[src/rtl/stream_len_meter_pkg.sv]
// Shared types and constants for the stream length meter.
package stream_len_meter_pkg;

  localparam int unsigned SIZE      = 12;
  localparam int unsigned LEN_W     = SIZE;
  localparam int unsigned DEF_DEPTH = 4;

  // Lengths leave the block as (beats - 1); a 1-beat packet reports 0.
  localparam bit LEN_ENC_MINUS1 = 1'b1;

  typedef struct packed {
    logic             sat;
    logic [LEN_W-1:0] len;
  } len_entry_t;

endpackage

[src/rtl/stream_len_meter_len_fifo.sv]
// Synchronous length FIFO with a registered head entry (no fall-through).
module stream_len_meter_len_fifo
  import stream_len_meter_pkg::*;
#(
  parameter int unsigned DEPTH = DEF_DEPTH
) (
  input  logic       clk,
  input  logic       rst_n,
  input  logic       i_clr,
  input  logic       i_push,
  input  logic       i_pop,
  input  len_entry_t i_data,
  output len_entry_t o_data,
  output logic       o_valid,
  output logic       o_full
);

  localparam int unsigned AW = $clog2(DEPTH);
  localparam int unsigned CW = AW + 1;

  len_entry_t       r_mem [DEPTH];
  len_entry_t       r_head;
  len_entry_t       w_head_nxt;
  logic [AW-1:0]    r_wr_ptr;
  logic [AW-1:0]    r_rd_ptr;
  logic [AW-1:0]    w_wr_nxt;
  logic [AW-1:0]    w_rd_nxt;
  logic [CW-1:0]    r_count;
  logic [CW-1:0]    w_count_nxt;
  logic             r_valid;
  logic             r_full;
  logic             w_do_push;
  logic             w_do_pop;

  assign w_do_pop  = i_pop & r_valid & ~i_clr;
  // A full FIFO still accepts a push when the head leaves in the same cycle.
  assign w_do_push = i_push & ~i_clr & (~r_full | w_do_pop);

  always_comb begin
    w_wr_nxt    = r_wr_ptr;
    w_rd_nxt    = r_rd_ptr;
    w_count_nxt = r_count;
    w_head_nxt  = r_head;
    if (i_clr) begin
      w_wr_nxt    = '0;
      w_rd_nxt    = '0;
      w_count_nxt = '0;
      w_head_nxt  = '0;
    end else begin
      if (w_do_push) w_wr_nxt = r_wr_ptr + AW'(1);
      if (w_do_pop)  w_rd_nxt = r_rd_ptr + AW'(1);
      case ({w_do_push, w_do_pop})
        2'b10:   w_count_nxt = r_count + CW'(1);
        2'b01:   w_count_nxt = r_count - CW'(1);
        default: w_count_nxt = r_count;
      endcase
      // Head follows the read pointer; a push landing on the new head slot is forwarded.
      if (w_do_pop) begin
        w_head_nxt = (w_do_push && (r_wr_ptr == w_rd_nxt)) ? i_data : r_mem[w_rd_nxt];
      end else if (w_do_push && !r_valid) begin
        w_head_nxt = i_data;
      end
      if (w_count_nxt == '0) w_head_nxt = '0;
    end
  end

  always_ff @(posedge clk) begin
    if (w_do_push) r_mem[r_wr_ptr] <= i_data;
  end

  always_ff @(posedge clk or negedge rst_n) begin
    if (!rst_n) begin
      r_wr_ptr <= '0;
      r_rd_ptr <= '0;
      r_count  <= '0;
      r_head   <= '0;
      r_valid  <= 1'b0;
      r_full   <= 1'b0;
    end else begin
      r_wr_ptr <= w_wr_nxt;
      r_rd_ptr <= w_rd_nxt;
      r_count  <= w_count_nxt;
      r_head   <= w_head_nxt;
      r_valid  <= (w_count_nxt != '0);
      r_full   <= (w_count_nxt == CW'(DEPTH));
    end
  end

  assign o_data  = r_head;
  assign o_valid = r_valid;
  assign o_full  = r_full;

endmodule

[src/rtl/stream_len_meter.sv]
// Passive valid/ready/last monitor: measures each packet's beat count and queues it
// as (beats-1) with a saturation flag.
module stream_len_meter
  import stream_len_meter_pkg::*;
#(
  parameter int unsigned DEPTH = DEF_DEPTH
) (
  input  logic             aclk,
  input  logic             aresetn,
  input  logic             clr,
  input  logic             en,
  input  logic             in_valid,
  input  logic             in_ready,
  input  logic             in_last,
  output logic [LEN_W-1:0] len_data,
  output logic             len_sat,
  output logic             len_valid,
  input  logic             len_ready,
  output logic             busy,
  output logic             overflow
);

  logic [LEN_W-1:0] r_cnt;
  logic [LEN_W-1:0] w_cnt_nxt;
  logic             r_sat;
  logic             w_sat_nxt;
  logic             r_busy;
  logic             r_overflow;
  logic             w_beat;
  logic             w_push;
  logic             w_pop;
  logic             w_full;
  logic             w_fifo_valid;
  len_entry_t       w_push_ent;
  len_entry_t       w_head;

  assign w_beat = en & in_valid & in_ready & ~clr;
  assign w_push = w_beat & in_last;
  assign w_pop  = w_fifo_valid & len_ready & ~clr;

  always_comb begin
    w_push_ent.sat = r_sat;
    w_push_ent.len = LEN_ENC_MINUS1 ? r_cnt : r_cnt + LEN_W'(1);
  end

  // Beat counter: saturates at all-ones and restarts on the last beat.
  always_comb begin
    w_cnt_nxt = r_cnt;
    w_sat_nxt = r_sat;
    if (clr) begin
      w_cnt_nxt = '0;
      w_sat_nxt = 1'b0;
    end else if (w_beat) begin
      if (in_last) begin
        w_cnt_nxt = '0;
        w_sat_nxt = 1'b0;
      end else if (&r_cnt) begin
        w_sat_nxt = 1'b1;
      end else begin
        w_cnt_nxt = r_cnt + LEN_W'(1);
      end
    end
  end

  always_ff @(posedge aclk or negedge aresetn) begin
    if (!aresetn) begin
      r_cnt      <= '0;
      r_sat      <= 1'b0;
      r_busy     <= 1'b0;
      r_overflow <= 1'b0;
    end else begin
      r_cnt  <= w_cnt_nxt;
      r_sat  <= w_sat_nxt;
      r_busy <= (w_cnt_nxt != '0) | w_sat_nxt;
      if (clr)                           r_overflow <= 1'b0;
      else if (w_push & w_full & ~w_pop) r_overflow <= 1'b1;
    end
  end

  stream_len_meter_len_fifo #(
    .DEPTH (DEPTH)
  ) u_len_fifo (
    .clk     (aclk),
    .rst_n   (aresetn),
    .i_clr   (clr),
    .i_push  (w_push),
    .i_pop   (w_pop),
    .i_data  (w_push_ent),
    .o_data  (w_head),
    .o_valid (w_fifo_valid),
    .o_full  (w_full)
  );

  assign len_data  = w_head.len;
  assign len_sat   = w_head.sat;
  assign len_valid = w_fifo_valid;
  assign busy      = r_busy;
  assign overflow  = r_overflow;

endmodule
[config.mk]
export PLATFORM = sky130hd
export DESIGN_NAME = stream_len_meter
export DESIGN_NICKNAME = d
export VERILOG_FILES = /design/src/rtl/stream_len_meter_pkg.sv /design/src/rtl/stream_len_meter_len_fifo.sv /design/src/rtl/stream_len_meter.sv
export SDC_FILE = /design/constraint.sdc
export NUM_CORES = 1
export LEC_CHECK = 0
export CELL_PAD_IN_SITES_DETAIL_PLACEMENT = 0
export CELL_PAD_IN_SITES_GLOBAL_PLACEMENT = 1
export CORE_UTILIZATION = 30
export DETAILED_ROUTE_END_ITERATION = 10
export GPL_ROUTABILITY_DRIVEN = 0
export PLACE_DENSITY_LB_ADDON = 0.1
export SYNTH_ARGS = -nofsm -noshare
export SYNTH_HDL_FRONTEND = slang
export SYNTH_HIERARCHICAL = 1
export SYNTH_SLANG_ARGS = --single-unit
[constraint.sdc]
create_clock -name aclk -period 4.03 [get_ports aclk]
set_clock_uncertainty 0.1 [all_clocks]
set_input_delay 0.403 -clock aclk [delete_from_list [all_inputs] [get_ports aclk]]
set_output_delay 0.403 -clock aclk [all_outputs]
set_load 0.005 [all_outputs]
# After elaboration in Yosys (flattened, before gate mapping)
# Memories as Yosys holds them, arrays and structs flattened.
# Cells that the tools add are included.
# classes
order_cmp	0
n_eq_ne	4
n_addsub	5
div	0
n_mul	0
bitwise	17
shift	0
reduce_logical	10
muxes	25
# ops
op	count
13-bit 2-to-1 mux	5
12-bit 2-to-1 mux	4
12-bit by 1-bit adder with 12-bit output (second input constant)	1
1-bit bitwise AND	12
12-bit AND reduction	1
12-bit nonzero test	1
2-bit 2-to-1 mux	5
1-bit 2-to-1 mux	8
3-bit 2-to-1 mux	2
3-bit case mux with 2 select lines	1
2-bit by 1-bit adder with 2-bit output (second input constant)	2
2-bit nonzero test	2
4-bit nonzero test	1
3-bit by 1-bit adder with 3-bit output (second input constant)	1
3-bit equality test (second input constant)	1
3-bit logical NOT	1
1-bit NOT	3
3-bit nonzero test	1
3-bit by 1-bit subtractor with 3-bit output (second input constant)	1
2-bit by 1-bit equality test with 1-bit output (second input constant)	1
2-bit equality test	1
2-bit equality test (second input constant)	1
1-bit logical AND	2
1-bit OR	2
1-bit logical NOT	1
# word_totals
ramBits	52
reg_bits	37
out_inout_bits	16
input_bits	8
n_memories	1
word_cells	73
latch_bits	0
mem_bits_ro	0
# mem_list
name	depth	width	rd	rd_clocked_by_memory_dff	write_ports	line	source
u_len_fifo.r_mem	4	13	1	0	1	stream_len_meter_len_fifo.sv:21	len_entry_t r_mem [DEPTH];

# Logic depth before layout (Yosys ltp)
# Gate-level depths: netlist of the first run.
# depth
depth_word	12
depth_mapped	16
mapped_depth_nobuf	13

# By module
# Netlist of the first run, hierarchy kept.
# by_module_without_submodules
module	cells_each	instances	area_each_um2	seq_area_each_um2
stream_len_meter_len_fifo	289	1	3641.0	2112.0
stream_len_meter	99	1	939.7	375.4

# Worst setup path after synthesis of the first run
# OpenSTA, ideal clock, no wires.
# synth_timing
path_kind	register to register
from	register u_len_fifo.r_valid (netlist: u_len_fifo/o_valid)
to	register u_len_fifo.r_head (netlist bit u_len_fifo/o_data[4])
path_buffers	2
synth_period_minus_slack_ns	3.163
setup_slack_ns	0.867
arrival_ns	2.987
t_required_ns	3.853
stages_incl_launch_ff	16
cell_sequence	dfrtp_1 -> nand2_1 -> nor2_1 -> nand2_1 -> a21oi_4 -> buf_4 -> inv_1 -> ha_1 -> inv_1 -> fa_1 -> nand3b_1 -> o21ai_2 -> nor3_2 -> buf_2 -> nand2_1 -> o21ai_1
# synth_via
elab_chain_len	12
elab_cells_between_ends	23
cone_classes	3 x eq/ne; 8 x mux; 6 x bitwise; 5 x reduce/logical; 1 x memory
# synth_rtl
element	line	source
start, declared	stream_len_meter_len_fifo.sv:30	logic r_valid;
start signal, assigned	stream_len_meter_len_fifo.sv:84	r_valid <= (w_count_nxt != '0);
1-bit bitwise AND * (2 in a row)	stream_len_meter.sv:39	assign w_pop = w_fifo_valid & len_ready & ~clr;
via w_pop	stream_len_meter.sv:31	logic w_pop;
1-bit bitwise AND * (2 in a row)	stream_len_meter_len_fifo.sv:35	assign w_do_pop = i_pop & r_valid & ~i_clr;
1-bit OR or 2-bit 2-to-1 mux (tied branches)	stream_len_meter_len_fifo.sv:37, stream_len_meter_len_fifo.sv:51	
1-bit bitwise AND or 2-bit 2-to-1 mux (tied branches)	stream_len_meter_len_fifo.sv:37, stream_len_meter_len_fifo.sv:44	
2-bit by 1-bit equality test with 1-bit output, or another cell as far along	stream_len_meter_len_fifo.sv:52	case ({w_do_push, w_do_pop})
3-bit case mux with 2 select lines or 1-bit logical AND (tied branches)	stream_len_meter_len_fifo.sv:52, stream_len_meter_len_fifo.sv:59	
3-bit 2-to-1 mux or 13-bit 2-to-1 mux (tied branches)	stream_len_meter_len_fifo.sv:44, stream_len_meter_len_fifo.sv:59	
3-bit logical NOT or 13-bit 2-to-1 mux (tied branches)	stream_len_meter_len_fifo.sv:63, stream_len_meter_len_fifo.sv:58	
13-bit 2-to-1 mux	stream_len_meter_len_fifo.sv:63	if (w_count_nxt == '0) w_head_nxt = '0;
13-bit 2-to-1 mux	stream_len_meter_len_fifo.sv:44	if (i_clr) begin
end signal, assigned	stream_len_meter_len_fifo.sv:83	r_head <= w_head_nxt;
end, declared	stream_len_meter_len_fifo.sv:22	len_entry_t r_head;
# Mark *: on every way through the listed nets, which the timed path passes. The rest lies on a longest branch. The select of a mux whose other input is x is not followed.
# A chain may end at the register's enable or synchronous reset.

# Final worst setup path of the first run
# layout_timing
from	input clr
to	register u_len_fifo.r_head (netlist bit u_len_fifo/o_data[11])
# layout_via
elab_cells_between_ends	25
cone_classes	3 x eq/ne; 8 x mux; 9 x bitwise; 4 x reduce/logical; 1 x memory
# layout_rtl
element	line	source
start, declared	stream_len_meter.sv:10	input logic clr,
1-bit NOT *	stream_len_meter.sv:37	assign w_beat = en & in_valid & in_ready & ~clr;
1-bit bitwise AND *	stream_len_meter.sv:37	
1-bit bitwise AND *	stream_len_meter.sv:38	assign w_push = w_beat & in_last;
via w_push	stream_len_meter.sv:30	logic w_push;
1-bit bitwise AND * (2 in a row)	stream_len_meter_len_fifo.sv:37	assign w_do_push = i_push & ~i_clr & (~r_full | w_do_pop);
2-bit by 1-bit equality test with 1-bit output or 2-bit equality test (tied branches)	stream_len_meter_len_fifo.sv:52	
3-bit case mux with 2 select lines	stream_len_meter_len_fifo.sv:52	
3-bit 2-to-1 mux	stream_len_meter_len_fifo.sv:44	
3-bit logical NOT	stream_len_meter_len_fifo.sv:63	
13-bit 2-to-1 mux	stream_len_meter_len_fifo.sv:63	
13-bit 2-to-1 mux	stream_len_meter_len_fifo.sv:44	
# Marks and branches as above.

==> impl_metrics.csv, run 1 <==
group,metric,value,unit
outcome,run_status,"finished, violations left",
outcome,violations,"DRC",
finish,stdcell_area,0.00528,mm²
placement,hpwl,7.19,mm
pwr,p_per_area,361,mW/mm²
route,antenna_left,0,
finish,final_nets,424,
pwr,switching_power,375,µW
timing,worst_hold_slack,0.0828,ns
worst_setup_path,critPathTopFamily,"simple AND/OR/NAND/NOR gates",
floorplan,ios,24,
clock_network,insertion_delay,0.34,ns
floorplan,core,0.0147,mm²
clock_network,clk_pin_slew,0.06,ns
route,totalWireLength,11.5,mm
yosys,async_flop_share,41.6,%
placement,io_buffers,23,
worst_setup_path,cp_slowest_cell,"clkdlybuf4s50_1",
clock_network,cts_hold_buf,0,
hold_path,min_path_type,"in2async",
global_route,overflow,0,
yosys,synth_edf_count,52,
route,routedWlPerCell,19.3,µm
worst_setup_path,start_kind,"input port",
yosys,synthTopCellsByCount,"edfxtp_1, nor2_1, dfrtp_1, nand2_1, nor3_1",
timing,hold_violations,0,
finish,n_antenna_cell,0,
yosys,ys_ff_latch,89,
clock_network,clk_path_buf_depth,2,
worst_setup_path,critPathMaxFanout,15,
timing,tightest_slew,0.901,ns
route,dr.pass1.iters,7,
floorplan,die_x,126,µm
yosys,avgSynthCellArea,11.8,µm²
yosys,ys.flop_type,"edfxtp_1",
yosys,syn_area,0.00458,mm²
timing,max_freq,0.286,GHz
timing,setup_viol,0,
run,maxCapViolations,0,
yosys,synth_fp_nets,403,
pwr,power.internal,1.53,mW
route,vias,3184,
global_route,antenna_found_initial,0,
pwr,p_leak,1.98,nW
finish,area_growth,15.2,%
floorplan,die_y,126,µm
floorplan,initial_core_util,31.2,%
clock_network,cts_tree,"yes",
pwr,pwr-share-clk,47.3,%
pwr,p_sw_share,19.7,%
yosys,ys_types,66,
yosys,synth_area_leaders,"edfxtp_1, dfrtp_1, mux2_2, nor2_1, o221ai_1",
global_route,grt_pass1_vias,3207,
worst_setup_path,max_stage_delay,0.52,ns
placement,dp.cells,582,
yosys,yosysTopAreaCellShare,34.1,%
finish,drive_above_1_share,13.3,%
yosys,netlist_instances,388,
yosys,yosysMostFrequentCell,"edfxtp_1",
worst_setup_path,crit_type,"in2reg",
pwr,p_comb_share,2.3,%
worst_setup_path,endpoint_kind,"flip-flop",
placement,placed_area,0.00496,mm²
worst_setup_path,critPathRequiredTime,4.15,ns
global_route,grt_pass1_wl,18.6,mm
worst_setup_path,critPathBufInv,4,
pwr,seq_power_share,50.5,%
global_route,grt_max_degree,44,
yosys,synth_largest_area_cell,"edfxtp_1",
timing,final.setup.tns,0,ns
timing,drv_slew,0,
timing,fin_crit_sh,86.8,%
clock_network,cts_resized,0,
pwr,peakVddDrop,0.000195,V
yosys,ys.warnings.count,6,
yosys,yosysSeqAreaShare,54.3,%
clock_network,cts_setup_buffers,0,
worst_setup_path,arrival,3.62,ns
clock_network,h-tree-depth,3,
global_route,track_usage,15.7,%
finish,stdcell_count,597,
floorplan,row_count,44,
timing,post-route-min-period,3.50,ns
timing,rsz0062_at_grt,"false",
clock_network,clkSinkCount,89,
route,drt_iter0_drc,202,
worst_setup_path,cpMostUsedCell,"inv_1",
floorplan,dieArea,0.0158,mm²
route,via_per_inst,5.33,
clock_network,clock-root-buffer,"clkbuf_16",
clock_network,cts_buffers,9,
route,drc,2,
timing,slew_headroom,39.9,%
worst_setup_path,crit_chain,"clkdlybuf4s50_1 -> nand4b_4 -> nor2_1 -> nand2b_1 -> a21oi_4 -> inv_1 -> ha_1 -> inv_1 -> fa_1 -> xnor3_1 -> o21ai_2 -> nor3_2 -> buf_4 -> nand2_1 -> o211ai_2",
power groups by stage:
| stage | clock, mW | combinational, mW | sequential (mW) |
|---|---|---|---|
| after floorplan | 0 | 0.0193 | 0.980 |
| after global placement | 0 | 0.0446 | 0.981 |
| after detailed placement | 0 | 0.0447 | 0.981 |
| after CTS | 0.931 | 0.0449 | 0.962 |
| after global routing | 0.964 | 0.0493 | 0.961 |
| final | 0.901 | 0.0434 | 0.962 |
routing by layer:
metal / global-route usage, % / part of all wire, %
met2: 24.2 / 45
met4: 6.74 / 1.7
met3: 2.31 / 3.9
met5: 0 / 0
met1: 21.8 / 49
path summary, 6_finish.rpt:
path | startpoint | to | slack (ns) | depth (start not counted)
max | clr | u_len_fifo/o_data[11] | 0.53 | 15
min | aresetn | u_len_fifo/r_count[1] | 0.08 | 1
max in group asynchronous | aresetn | u_len_fifo/r_wr_ptr[1] | 3.18 | 1
max reg2reg | u_len_fifo/o_valid | u_len_fifo/o_data[11] | 0.62 | 14
min in group aclk | u_len_fifo/o_data[7] | u_len_fifo/o_data[7] | 0.38 | 2
min reg2reg | u_len_fifo/o_data[7] | u_len_fifo/o_data[7] | 0.38 | 2
flip-flops by register name, summed over array words and instances, names as in the netlist, 2 cells and up:
signal / flops
u_len_fifo/r_wr_ptr: 2
r_cnt: 12
u_len_fifo/r_count: 3
u_len_fifo/r_mem: 52
u_len_fifo/r_rd_ptr: 2
u_len_fifo/o_data: 13
final cells by class:
class / count / area (µm²)
Timing Repair Buffer: 34 / 308
Tap cell: 184 / 230
Fill cell: 1444 / 9420
Clock buffer: 12 / 246
Clock inverter: 3 / 65.1
Inverter: 9 / 33.8
Sequential cell: 89 / 2490
Multi-Input combinational cell: 266 / 1900
cell usage in the layout, fill, tap and decap left out, types with 9 or more instances in the layout:
cell type and n:
a221oi_1 12, a32oi_1 12, buf_4 11, clkbuf_16 9, clkdlybuf4s50_1 22, dfrtp_1 37, edfxtp_1 52, inv_1 9
mux2_2 14, nand2_1 23, nor2_1 39, nor2b_1 16, nor3_1 20, o21ai_1 12, o221ai_1 13, o31ai_1 13
cell families (layout without fill, tap and decap cells):
group	Yosys count	in the layout	synth area share [%]
flops	89	89	54.3
mux	17	17	4.18
xor+xnor	15	15	3.33
buf+inv	33	58	4.12
fa+ha+maj	7	7	2.08
simple gates	142	142	17.4
compound gates	85	85	14.6
per-stage QoR:
stage	util, %	power, mW	setup WS [ns]
floorplan	-	0.999	0.867
global placement	33.8	1.03	0.245
detailed placement	33.8	1.03	0.181
CTS	35.9	1.94	0.552
global route	35.9	1.97	0.229
finish	35.9	1.91	0.530
Power figures use the tool's default switching activity.
==> run 2: changes to the inputs <==
--- a/config.mk
+++ b/config.mk
@@ -5,12 +5,10 @@
 export SDC_FILE = /design/constraint.sdc
 export NUM_CORES = 1
 export LEC_CHECK = 0
-export CELL_PAD_IN_SITES_DETAIL_PLACEMENT = 0
-export CELL_PAD_IN_SITES_GLOBAL_PLACEMENT = 1
 export CORE_UTILIZATION = 30
 export DETAILED_ROUTE_END_ITERATION = 10
 export GPL_ROUTABILITY_DRIVEN = 0
-export PLACE_DENSITY_LB_ADDON = 0.1
+export HOLD_SLACK_MARGIN = 0.08
 export SYNTH_ARGS = -nofsm -noshare
 export SYNTH_HDL_FRONTEND = slang
 export SYNTH_HIERARCHICAL = 1
==> run 2 against run 1 <==
- the run still ends with DRC left
- via count increased by 0.66%
- sequential share of layout area up 0.18 points
- register-to-register slack improved by 0.20 ns
- critical path type unchanged
- largest cell class unchanged
==> impl_metrics.csv, run 2 (synthesis gave the netlist of run 1 again) <==
group,metric,value,unit
timing,drv_slew,0,
pwr,p_per_area,361,mW/mm²
clock_network,clk_pin_slew,0.06,ns
route,via_per_inst,5.39,
timing,worst_hold_slack,0.0922,ns
clock_network,cts_resized,0,
outcome,run_status,"finished, violations left",
finish,final_cell_mix,"edfxtp_1, nor2_1, dfrtp_1",
worst_setup_path,crit_start,"clr",
clock_network,h-tree-depth,3,
pwr,p_leak,1.96,nW
pwr,seq_power_share,50.8,%
global_route,track_usage,13.7,%
worst_setup_path,r2r-start,"u_len_fifo/o_valid",
floorplan,die_y,126,µm
timing,final.setup.tns,0,ns
route,dr.pass1.iters,8,
global_route,grt_pass1_wl,16.5,mm
global_route,antenna_found_initial,0,
timing,setup_viol,0,
route,totalWireLength,10.3,mm
pwr,switching_power,364,µW
run,maxCapViolations,0,
timing,rsz0062_at_grt,"false",
finish,largest_register_ff_count,52,
clock_network,insertion_delay,0.34,ns
finish,final_nets,421,
worst_setup_path,start_kind,"input port",
placement,io_buffers,23,
timing,fin_crit_sh,83.3,%
clock_network,cts_hold_buf,0,
floorplan,initial_core_util,31.2,%
timing,final.setup.worst_slack,0.674,ns
worst_setup_path,endpoint_kind,"flip-flop",
worst_setup_path,critPathRequiredTime,4.15,ns
worst_setup_path,critPathMaxFanout,15,
floorplan,row_count,44,
worst_setup_path,crit_chain,"clkdlybuf4s50_1 -> nand4b_4 -> nor2_1 -> nand2b_1 -> a21oi_4 -> inv_1 -> ha_1 -> or4b_1 -> o21ai_2 -> buf_4 -> nor3_2 -> buf_4 -> nand2_1 -> o211ai_2",
clock_network,clock-root-buffer,"clkbuf_16",
finish,drive_above_1_share,12.4,%
pwr,p_comb_share,2.2,%
clock_network,cts_setup_buffers,0,
timing,hold_violations,0,
finish,utilization,35.8,%
route,drt_iter0_drc,289,
floorplan,die_x,126,µm
clock_network,clkSinkCount,89,
floorplan,core,0.0147,mm²
route,drc,3,
global_route,overflow,0,
global_route,grt_pass1_vias,3058,
global_route,grt_max_degree,45,
timing,tightest_slew,0.905,ns
finish,largest-register,"u_len_fifo/r_mem",
pwr,p_sw_share,19.2,%
route,routedWlPerCell,17.2,µm
hold_path,min_path_type,"in2async",
clock_network,clk_path_buf_depth,2,
worst_setup_path,max_stage_delay,0.50,ns
worst_setup_path,cpMostUsedCell,"buf_4",
timing,slew_headroom,39.6,%
finish,area_growth,14.7,%
outcome,violations,"DRC",
pwr,peakVddDrop,0.000225,V
timing,max_freq,0.298,GHz
clock_network,cts_buffers,9,
timing,post-route-min-period,3.36,ns
worst_setup_path,cp_slowest_cell,"or4b_1",
pwr,pwr-share-clk,47.0,%
route,antenna_left,0,
clock_network,cts_tree,"yes",
route,vias,3205,
floorplan,ios,24,
finish,n_antenna_cell,0,
placement,hpwl,6.55,mm
placement,pre_cts_slack,0.308,ns
floorplan,dieArea,0.0158,mm²
pwr,power.internal,1.53,mW
pwr,power,1.89,mW
finish,final_common_cell,"edfxtp_1",
worst_setup_path,arrival,3.47,ns
worst_setup_path,crit_type,"in2reg",
-- run 2: final cells by class --
class	instances	area (µm²)
clock buffers	12	246
clock inverters	4	67.6
fillers	1391	9440
inverters	9	33.8
multi-input cells	266	1900
flip-flops and latches	89	2490
well taps	184	230
repair buffers	31	285
-- run 2: path summary, 6_finish.rpt --
path / cells past startpoint / slack, ns / endpoint
worst max-delay path: 14 / 0.67 / u_len_fifo/o_data[11]
worst min-delay path: 1 / 0.09 / busy
worst max register to register: 13 / 0.82 / u_len_fifo/o_data[11]
worst min register to register: 2 / 0.38 / u_len_fifo/o_data[6]
max in group asynchronous: 1 / 3.17 / u_len_fifo/r_count[0]
min in group aclk: 2 / 0.38 / u_len_fifo/o_data[6]
-- run 2: power by group through the flow --
stage | Clock (mW) | Combinational, mW | Sequential, mW
2_1_floorplan | 0 | 0.0193 | 0.980
3_3_place_gp | 0 | 0.0423 | 0.980
3_5_place_dp | 0 | 0.0428 | 0.980
4_1_cts | 0.907 | 0.0429 | 0.962
5_1_grt | 0.941 | 0.0468 | 0.962
6_report | 0.891 | 0.0416 | 0.962
-- run 2: stage by stage --
step	instance area [µm²]	cells
detailed placement	4940	579
global route	5260	595
CTS	5260	595
finish	5260	595
floorplan	4580	388
global placement	4940	579
-- run 2: worst max-delay path: cells and delay by family --
kind            cells  cell delay [ns]
simple gates        6             1.46
fa+ha+maj           1             0.38
buf+inv             4             0.94
compound gates      3             0.29
-- run 2: layer usage --
metal  GRT usage [%]  routed length (µm)  vias up
li1                -                   -     1508
met1            18.9                4940     1573
met2            20.8                4570      110
met3            3.00                 561       14
met4            5.45                 180        0
met5               0                   0        -
